==> src/rtl/jac_pkg.sv <==
// Shared definitions for the JAC sequencer: widths, opcodes, status bits,
// instruction field positions and FSM state encodings.
package jac_pkg;

    localparam int JAC_DATA_W   = 8;
    localparam int JAC_OPC_W    = 5;
    localparam int JAC_PARAM_W  = 8;
    localparam int JAC_STATUS_W = 6;
    localparam int JAC_PC_W     = 8;
    localparam int JAC_INSTR_W  = 20;

    // ALU opcodes
    localparam logic [4:0] OP_NOP  = 5'h00;
    localparam logic [4:0] OP_ADD  = 5'h01;
    localparam logic [4:0] OP_SUB  = 5'h02;
    localparam logic [4:0] OP_AND  = 5'h03;
    localparam logic [4:0] OP_OR   = 5'h04;
    localparam logic [4:0] OP_NOT  = 5'h05;
    localparam logic [4:0] OP_XOR  = 5'h06;
    localparam logic [4:0] OP_SHL  = 5'h07;
    localparam logic [4:0] OP_SHR  = 5'h08;
    localparam logic [4:0] OP_VAL  = 5'h09;
    localparam logic [4:0] OP_CMP  = 5'h0A;

    // Control opcodes
    localparam logic [4:0] OP_JMP  = 5'h10;
    localparam logic [4:0] OP_JZ   = 5'h11;
    localparam logic [4:0] OP_JC   = 5'h12;
    localparam logic [4:0] OP_JEQ  = 5'h13;
    localparam logic [4:0] OP_JGT  = 5'h14;
    localparam logic [4:0] OP_JLT  = 5'h15;
    localparam logic [4:0] OP_HALT = 5'h1F;

    // Status bit indices
    localparam int ST_CARRY     = 0;
    localparam int ST_UNDERFLOW = 1;
    localparam int ST_ZERO      = 2;
    localparam int ST_EQUAL     = 3;
    localparam int ST_GREATER   = 4;
    localparam int ST_SMALLER   = 5;

    // Instruction field positions
    localparam int OPC_MSB = 19;
    localparam int OPC_LSB = 15;
    localparam int RD_MSB  = 14;
    localparam int RD_LSB  = 13;
    localparam int RS_MSB  = 12;
    localparam int RS_LSB  = 11;
    localparam int RSV_MSB = 10;
    localparam int RSV_LSB = 8;
    localparam int IMM_MSB = 7;
    localparam int IMM_LSB = 0;

    // FSM states
    localparam logic [2:0] S_IDLE    = 3'd0;
    localparam logic [2:0] S_FETCH   = 3'd1;
    localparam logic [2:0] S_DECODE  = 3'd2;
    localparam logic [2:0] S_EXECUTE = 3'd3;
    localparam logic [2:0] S_HALT    = 3'd4;

endpackage

==> src/rtl/jac_regfile.sv <==
// 4-entry register file: one synchronous write port, two combinational
// operand read ports and a combinational debug read port.
module jac_regfile
    import jac_pkg::*;
#(
    parameter int DataWidth = JAC_DATA_W
) (
    input  logic                 clk,
    input  logic                 rst_n,
    input  logic                 we,
    input  logic [1:0]           waddr,
    input  logic [DataWidth-1:0] wdata,
    input  logic [1:0]           raddr_a,
    input  logic [1:0]           raddr_b,
    input  logic [1:0]           dbg_sel,
    output logic [DataWidth-1:0] rdata_a,
    output logic [DataWidth-1:0] rdata_b,
    output logic [DataWidth-1:0] dbg_data
);

    logic [DataWidth-1:0] regs [4];

    always_ff @(posedge clk) begin
        if (!rst_n) begin
            for (int i = 0; i < 4; i++) begin
                regs[i] <= '0;
            end
        end else if (we) begin
            regs[waddr] <= wdata;
        end
    end

    assign rdata_a  = regs[raddr_a];
    assign rdata_b  = regs[raddr_b];
    assign dbg_data = regs[dbg_sel];

endmodule

==> src/rtl/jac_sequencer.sv <==
// Three-cycle FETCH/DECODE/EXECUTE sequencer driving an external ALU_J,
// with a synchronous program ROM addressed by pc.
module jac_sequencer
    import jac_pkg::*;
#(
    parameter int DataWidth     = JAC_DATA_W,
    parameter int NumOpCodeBits = JAC_OPC_W,
    parameter int ParamBits     = JAC_PARAM_W,
    parameter int NumStatusBits = JAC_STATUS_W,
    parameter int PcBits        = JAC_PC_W,
    parameter int InstrBits     = JAC_INSTR_W
) (
    input  logic                     clk,
    input  logic                     rst_n,
    input  logic                     start,
    output logic [PcBits-1:0]        pc,
    input  logic [InstrBits-1:0]     instr,
    output logic [NumOpCodeBits-1:0] alu_opcode,
    output logic [DataWidth-1:0]     alu_operand1,
    output logic [DataWidth-1:0]     alu_operand2,
    output logic [ParamBits-1:0]     alu_param,
    input  logic [DataWidth-1:0]     alu_result,
    input  logic [NumStatusBits-1:0] alu_status,
    output logic [NumStatusBits-1:0] flags,
    output logic                     busy,
    output logic                     halted,
    output logic                     illegal,
    input  logic [1:0]               dbg_sel,
    output logic [DataWidth-1:0]     dbg_data
);

    logic [2:0]               state;
    logic [InstrBits-1:0]     ir;
    logic [NumOpCodeBits-1:0] ir_opc;
    logic [1:0]               ir_rd;
    logic [1:0]               ir_rs;
    logic [ParamBits-1:0]     ir_imm;
    logic [DataWidth-1:0]     rdata_a;
    logic [DataWidth-1:0]     rdata_b;
    logic                     in_exec;
    logic                     op_alu_wr;
    logic                     op_cmp;
    logic                     op_nop;
    logic                     op_jump;
    logic                     op_halt;
    logic                     jump_taken;
    logic                     reg_we;
    logic                     unused_rsv;

    assign ir_opc     = ir[OPC_MSB:OPC_LSB];
    assign ir_rd      = ir[RD_MSB:RD_LSB];
    assign ir_rs      = ir[RS_MSB:RS_LSB];
    assign ir_imm     = ir[IMM_MSB:IMM_LSB];
    assign unused_rsv = ^ir[RSV_MSB:RSV_LSB];

    assign in_exec = (state == S_EXECUTE);
    assign busy    = (state == S_FETCH) || (state == S_DECODE) || in_exec;
    assign halted  = (state == S_HALT);

    always_comb begin
        op_alu_wr  = (ir_opc >= OP_ADD) && (ir_opc <= OP_VAL);
        op_cmp     = (ir_opc == OP_CMP);
        op_nop     = (ir_opc == OP_NOP);
        op_jump    = (ir_opc >= OP_JMP) && (ir_opc <= OP_JLT);
        op_halt    = (ir_opc == OP_HALT);
        // Conditions use flags as latched before this EXECUTE edge
        jump_taken = 1'b0;
        case (ir_opc)
            OP_JMP:  jump_taken = 1'b1;
            OP_JZ:   jump_taken = flags[ST_ZERO];
            OP_JC:   jump_taken = flags[ST_CARRY];
            OP_JEQ:  jump_taken = flags[ST_EQUAL];
            OP_JGT:  jump_taken = flags[ST_GREATER];
            OP_JLT:  jump_taken = flags[ST_SMALLER];
            default: jump_taken = 1'b0;
        endcase
    end

    assign reg_we = in_exec && op_alu_wr;

    assign alu_opcode   = in_exec ? ir_opc  : OP_NOP;
    assign alu_operand1 = in_exec ? rdata_a : '0;
    assign alu_operand2 = in_exec ? rdata_b : '0;
    assign alu_param    = in_exec ? ir_imm  : '0;

    jac_regfile #(
        .DataWidth (DataWidth)
    ) u_regfile (
        .clk      (clk),
        .rst_n    (rst_n),
        .we       (reg_we),
        .waddr    (ir_rd),
        .wdata    (alu_result),
        .raddr_a  (ir_rd),
        .raddr_b  (ir_rs),
        .dbg_sel  (dbg_sel),
        .rdata_a  (rdata_a),
        .rdata_b  (rdata_b),
        .dbg_data (dbg_data)
    );

    always_ff @(posedge clk) begin
        if (!rst_n) begin
            state   <= S_IDLE;
            pc      <= '0;
            ir      <= '0;
            flags   <= '0;
            illegal <= 1'b0;
        end else begin
            case (state)
                S_IDLE, S_HALT: begin
                    if (start) begin
                        state   <= S_FETCH;
                        pc      <= '0;
                        illegal <= 1'b0;
                    end
                end
                S_FETCH: state <= S_DECODE;
                S_DECODE: begin
                    ir    <= instr;
                    state <= S_EXECUTE;
                end
                S_EXECUTE: begin
                    // HALT and undefined opcodes leave pc on the offending address
                    if (op_alu_wr || op_cmp) begin
                        flags <= alu_status;
                    end
                    if (op_jump) begin
                        pc    <= jump_taken ? ir_imm : pc + 1'b1;
                        state <= S_FETCH;
                    end else if (op_alu_wr || op_cmp || op_nop) begin
                        pc    <= pc + 1'b1;
                        state <= S_FETCH;
                    end else if (op_halt) begin
                        state <= S_HALT;
                    end else begin
                        illegal <= 1'b1;
                        state   <= S_HALT;
                    end
                end
                default: state <= S_IDLE;
            endcase
        end
    end

endmodule

==> config.mk <==
export PLATFORM = sky130hd
export DESIGN_NAME = jac_sequencer
export DESIGN_NICKNAME = d
export VERILOG_FILES = /design/src/rtl/jac_pkg.sv /design/src/rtl/jac_regfile.sv /design/src/rtl/jac_sequencer.sv
export SDC_FILE = /design/constraint.sdc
export NUM_CORES = 1
export LEC_CHECK = 0
export ABC_CLOCK_PERIOD_IN_PS = 3300
export CORE_ASPECT_RATIO = 0.9
export CORE_UTILIZATION = 54
export DETAILED_ROUTE_END_ITERATION = 12
export PLACE_DENSITY = 0.86
export SETUP_SLACK_MARGIN = 0.3
export SYNTH_ARGS = -nofsm -noshare
export SYNTH_HDL_FRONTEND = slang
export SYNTH_HIERARCHICAL = 1
export SYNTH_SLANG_ARGS = --single-unit
==> constraint.sdc <==
create_clock -name clk -period 3.3 [get_ports clk]
set_input_delay 0.66 -clock clk [delete_from_list [all_inputs] [get_ports clk]]
set_output_delay 0.66 -clock clk [all_outputs]
set_load 0.005 [all_outputs]
==> metrics.md <==
| Metric | Value |
|---|---|
| Outcome | finished, final reports clean |
| Hold_ws | 462 ps |
| Fmax | 337 MHz |
| Worst path required time | 2640 ps |
| ANT nets after route | 0 |
| Finished Cell Area | 0.00492 mm2 |
| Initial antenna violation count | 0 |
| Boundary Pins | 93 |
| Clock Skew | 11.6 ps |
| Largest net degree at the start of global routing | 29 |
| Post-Place Cells | 509 |
| Critical Path Fanout Max | 8 |
| Crit. End Element | output pin |
| Clock Sink Count | 67 |
| Dpl cell area | 0.00472 mm2 |
| Overflow after GRT | 0 |
| Die width | 90.4 um |
| Via density | 5.73 |
| Worst Path Arrival | 2300 ps |
| EDFF count, synth | 32 |
| Net count after synthesis | 386 |
| DRT Pass-1 Iters | 5 |
| CTS buffer count | 9 |
| Synth-to-Final Area Change | 29.5% |
| Top post-synthesis cells by area | edfxtp_1 25%, dfxtp_1 18%, mux4_2 14% |
| Type of the worst setup path | in -> out |
| CTS Buffer Depth | 2 |
| CP peak stage delay | 530 ps |
| Latest clock arrival within the worst-skew pair | 340 ps |
| Post-Layout Cell Count | 525 |
| Async set-reset flop share out of synthesis | 0 |
| Clock tree root driver cell | clkbuf_8 |
| DRC viols | 0 |
| Multi-input gate area | 0.00199 mm2 |
| Register Area | 0.00166 mm2 |
| Placer Congestion | 0.852 |
| Starting Density | 0.567 |
| R2r setup slk | 680 ps |
| Mux contribution to synthesized area | 0.175 |
| Final min period | 2960 ps |
| Share of cells above drive strength 1 | 0.149 |
| Total Routing Usage GR | 0.245 |
| Chip height | 81.5 um |
| Clock transition at path regs | 70 ps |
| Max H-tree Level | 3 |
| Top FF cell, synth | dfxtp_1 |
| Post-synth top cells | 55 x and2_1, 42 x nand2_1, 35 x dfxtp_1 |
| DR vias | 3006 |
| Syn Area/Cell | 11.0 um2 |
| Synthesis warning total | 6 |
| Power per cell area | 445 mW/mm2 |
| Post-synth cell types | 53 |
| CP cell instances | clkdlybuf4s50_1, buf_6, mux4_2, clkdlybuf4s50_1 |
| Critical path buffer and inverter count | 3 |
| Tot Pwr | 0.00219 W |
| Peak supply drop | 0.288 mV |
| Detailed Place HPWL | 6100 um |
| Synth Area in Adders | 0.00330 |
| Post-synthesis compound-gate area fraction | 0.111 |
| Most common cell in the synthesized netlist | and2_1 |
| Drt initial violations | 183 |
| CTS tree | done |
| Simple-gate share of the synthesized area | 0.232 |
| Slew HR | 0.163 |
| N_diodes | 0 |
| Synth area leader | edfxtp_1 |
| Synth top area share | 0.253 |
| Final Max Slew Viols | 0 |
| Leakage | 1.79 nW |
| Hold Path Class | reg -> reg |
| Core ar. | 0.00669 mm2 |
| Post-synthesis sequential element count | 67 |
| Seq/Total Area, Yosys | 0.438 |
| Largest family of logic cells by synthesized area | simple AND/OR/NAND/NOR gates |
| Delay-heaviest family, CP | buffers and inverters |
| Post-Synthesis Cells | 346 |
| Nets@finish | 470 |
| FP Rows | 28 |
| Port Buffer Count | 89 |
| Routed length per instance | 16.5 um |
| Maximum capacitance violations | 0 |
| Fin crit share | 0.898 |
| Final Setup Violations | 0 |
| Fill cells | 496 |
| Most frequent CP cell | clkdlybuf4s50_1 |
| Final hold vios | 0 |
| Cell Area, Synth | 0.00380 mm2 |
| CP Launch Type | input pin |
| Worst Tran Pin Value | 1240 ps |
| First-pass GRT wire length | 13800 um |
| Vias in the first global route | 2748 |
| Xor and xnor fraction of the mapped netlist area | 0.00231 |
| Total wire length | 8640 um |
| CP max stage cell | mux4_2 |
| CTS Hold Bufs | 0 |
| Unrepaired setup endpoints after global routing | false |
| Die area | 0.00737 mm2 |
| Total negative setup slack | 0 ps |
[layout make-up]
| type | instances | share of cell area |
|---|---|---|
| well taps | 90 | 0.0229 |
| flip-flops and latches | 67 | 0.338 |
| inverters | 4 | 0.00305 |
| clock buffers | 15 | 0.0379 |
| multi-input cells | 252 | 0.404 |
| clock inverters | 1 | 0.00102 |
| repair buffers | 96 | 0.193 |
[worst min-delay path, delay by kind of cell (launching register included)]
family          cells  cell delay, ps
simple gates        1              40
compound gates      1              60
flops               1             310
[final timing paths]
kind / start / to / cells after the start
max: dbg_sel[0] / dbg_data[7] / 4
min: ir[5] / ir[5] / 2
max reg2reg: state[1] / u_regfile/regs[0][3] / 5
min reg2reg: ir[5] / ir[5] / 2
[registers in the layout (all words and copies together), names as in the netlist]
register	count
state	3
flags	6
ir	17
illegal	1
pc	8
u_regfile/regs	32
[power breakdown]
| part | switching (W) | leakage (nW) | internal [W] | total [W] |
|---|---|---|---|---|
| Sequential | 0.000115 | 0.615 | 0.000935 | 0.00105 |
| Clock | 0.000294 | 0.0997 | 0.000355 | 0.000649 |
| Combinational | 0.000220 | 1.08 | 0.000271 | 0.000491 |
[kinds of logic after synthesis]
logic type / count (synthesis)
adder cells (fa/ha/maj): 1
buffers and inverters: 27
multiplexers: 36
XOR/XNOR: 1
flip-flops: 67
AO/OA/AOI/OAI: 55
AND/OR/NAND/NOR: 159
[per-layer routing]
layer  wire length [um]  vias up  track usage
met5                  0        -            0
met1               3800     1451        0.320
met3                527       13       0.0528
li1                   -     1423            -
met2               4170      119        0.403
met4                138        0        0.103
[through the flow]
| stage | setup slack [ps] | util |
|---|---|---|
| 2_1_floorplan | 1220 | - |
| 3_3_place_gp | 295 | 0.705 |
| 3_5_place_dp | 296 | 0.705 |
| 4_1_cts | 315 | 0.735 |
| 5_1_grt | 302 | 0.735 |
| 6_report | 337 | 0.735 |
[what timing repair did]
action / CTS / global route
setup endpoints to repair: 9 / 1
setup buffers: 0 / 0
hold endpoints to repair: 0 / 0
pin swaps: 0 / 0
gates resized for setup: 2 / 1
[placed cells by master (no fill, tap or decap), types with 3 or more instances in the layout]
master / Yosys / layout
o21ai_0: 8 / 8
nand2_1: 42 / 42
nor2b_1: 10 / 10
edfxtp_1: 32 / 32
nand2b_1: 4 / 4
clkbuf_8: 0 / 13
a21boi_0: 17 / 17
a21oi_1: 5 / 5
o21a_1: 3 / 3
mux2i_1: 10 / 10
nor2_1: 12 / 12
buf_4: 0 / 6
dfxtp_1: 35 / 33
o22ai_1: 3 / 3
and2_1: 55 / 55
nor3_1: 4 / 4
and3_1: 9 / 9
mux4_2: 24 / 24
nand3_1: 6 / 6
inv_1: 4 / 4
clkdlybuf4s50_1: 0 / 89
(Power assumes the default switching activity.)
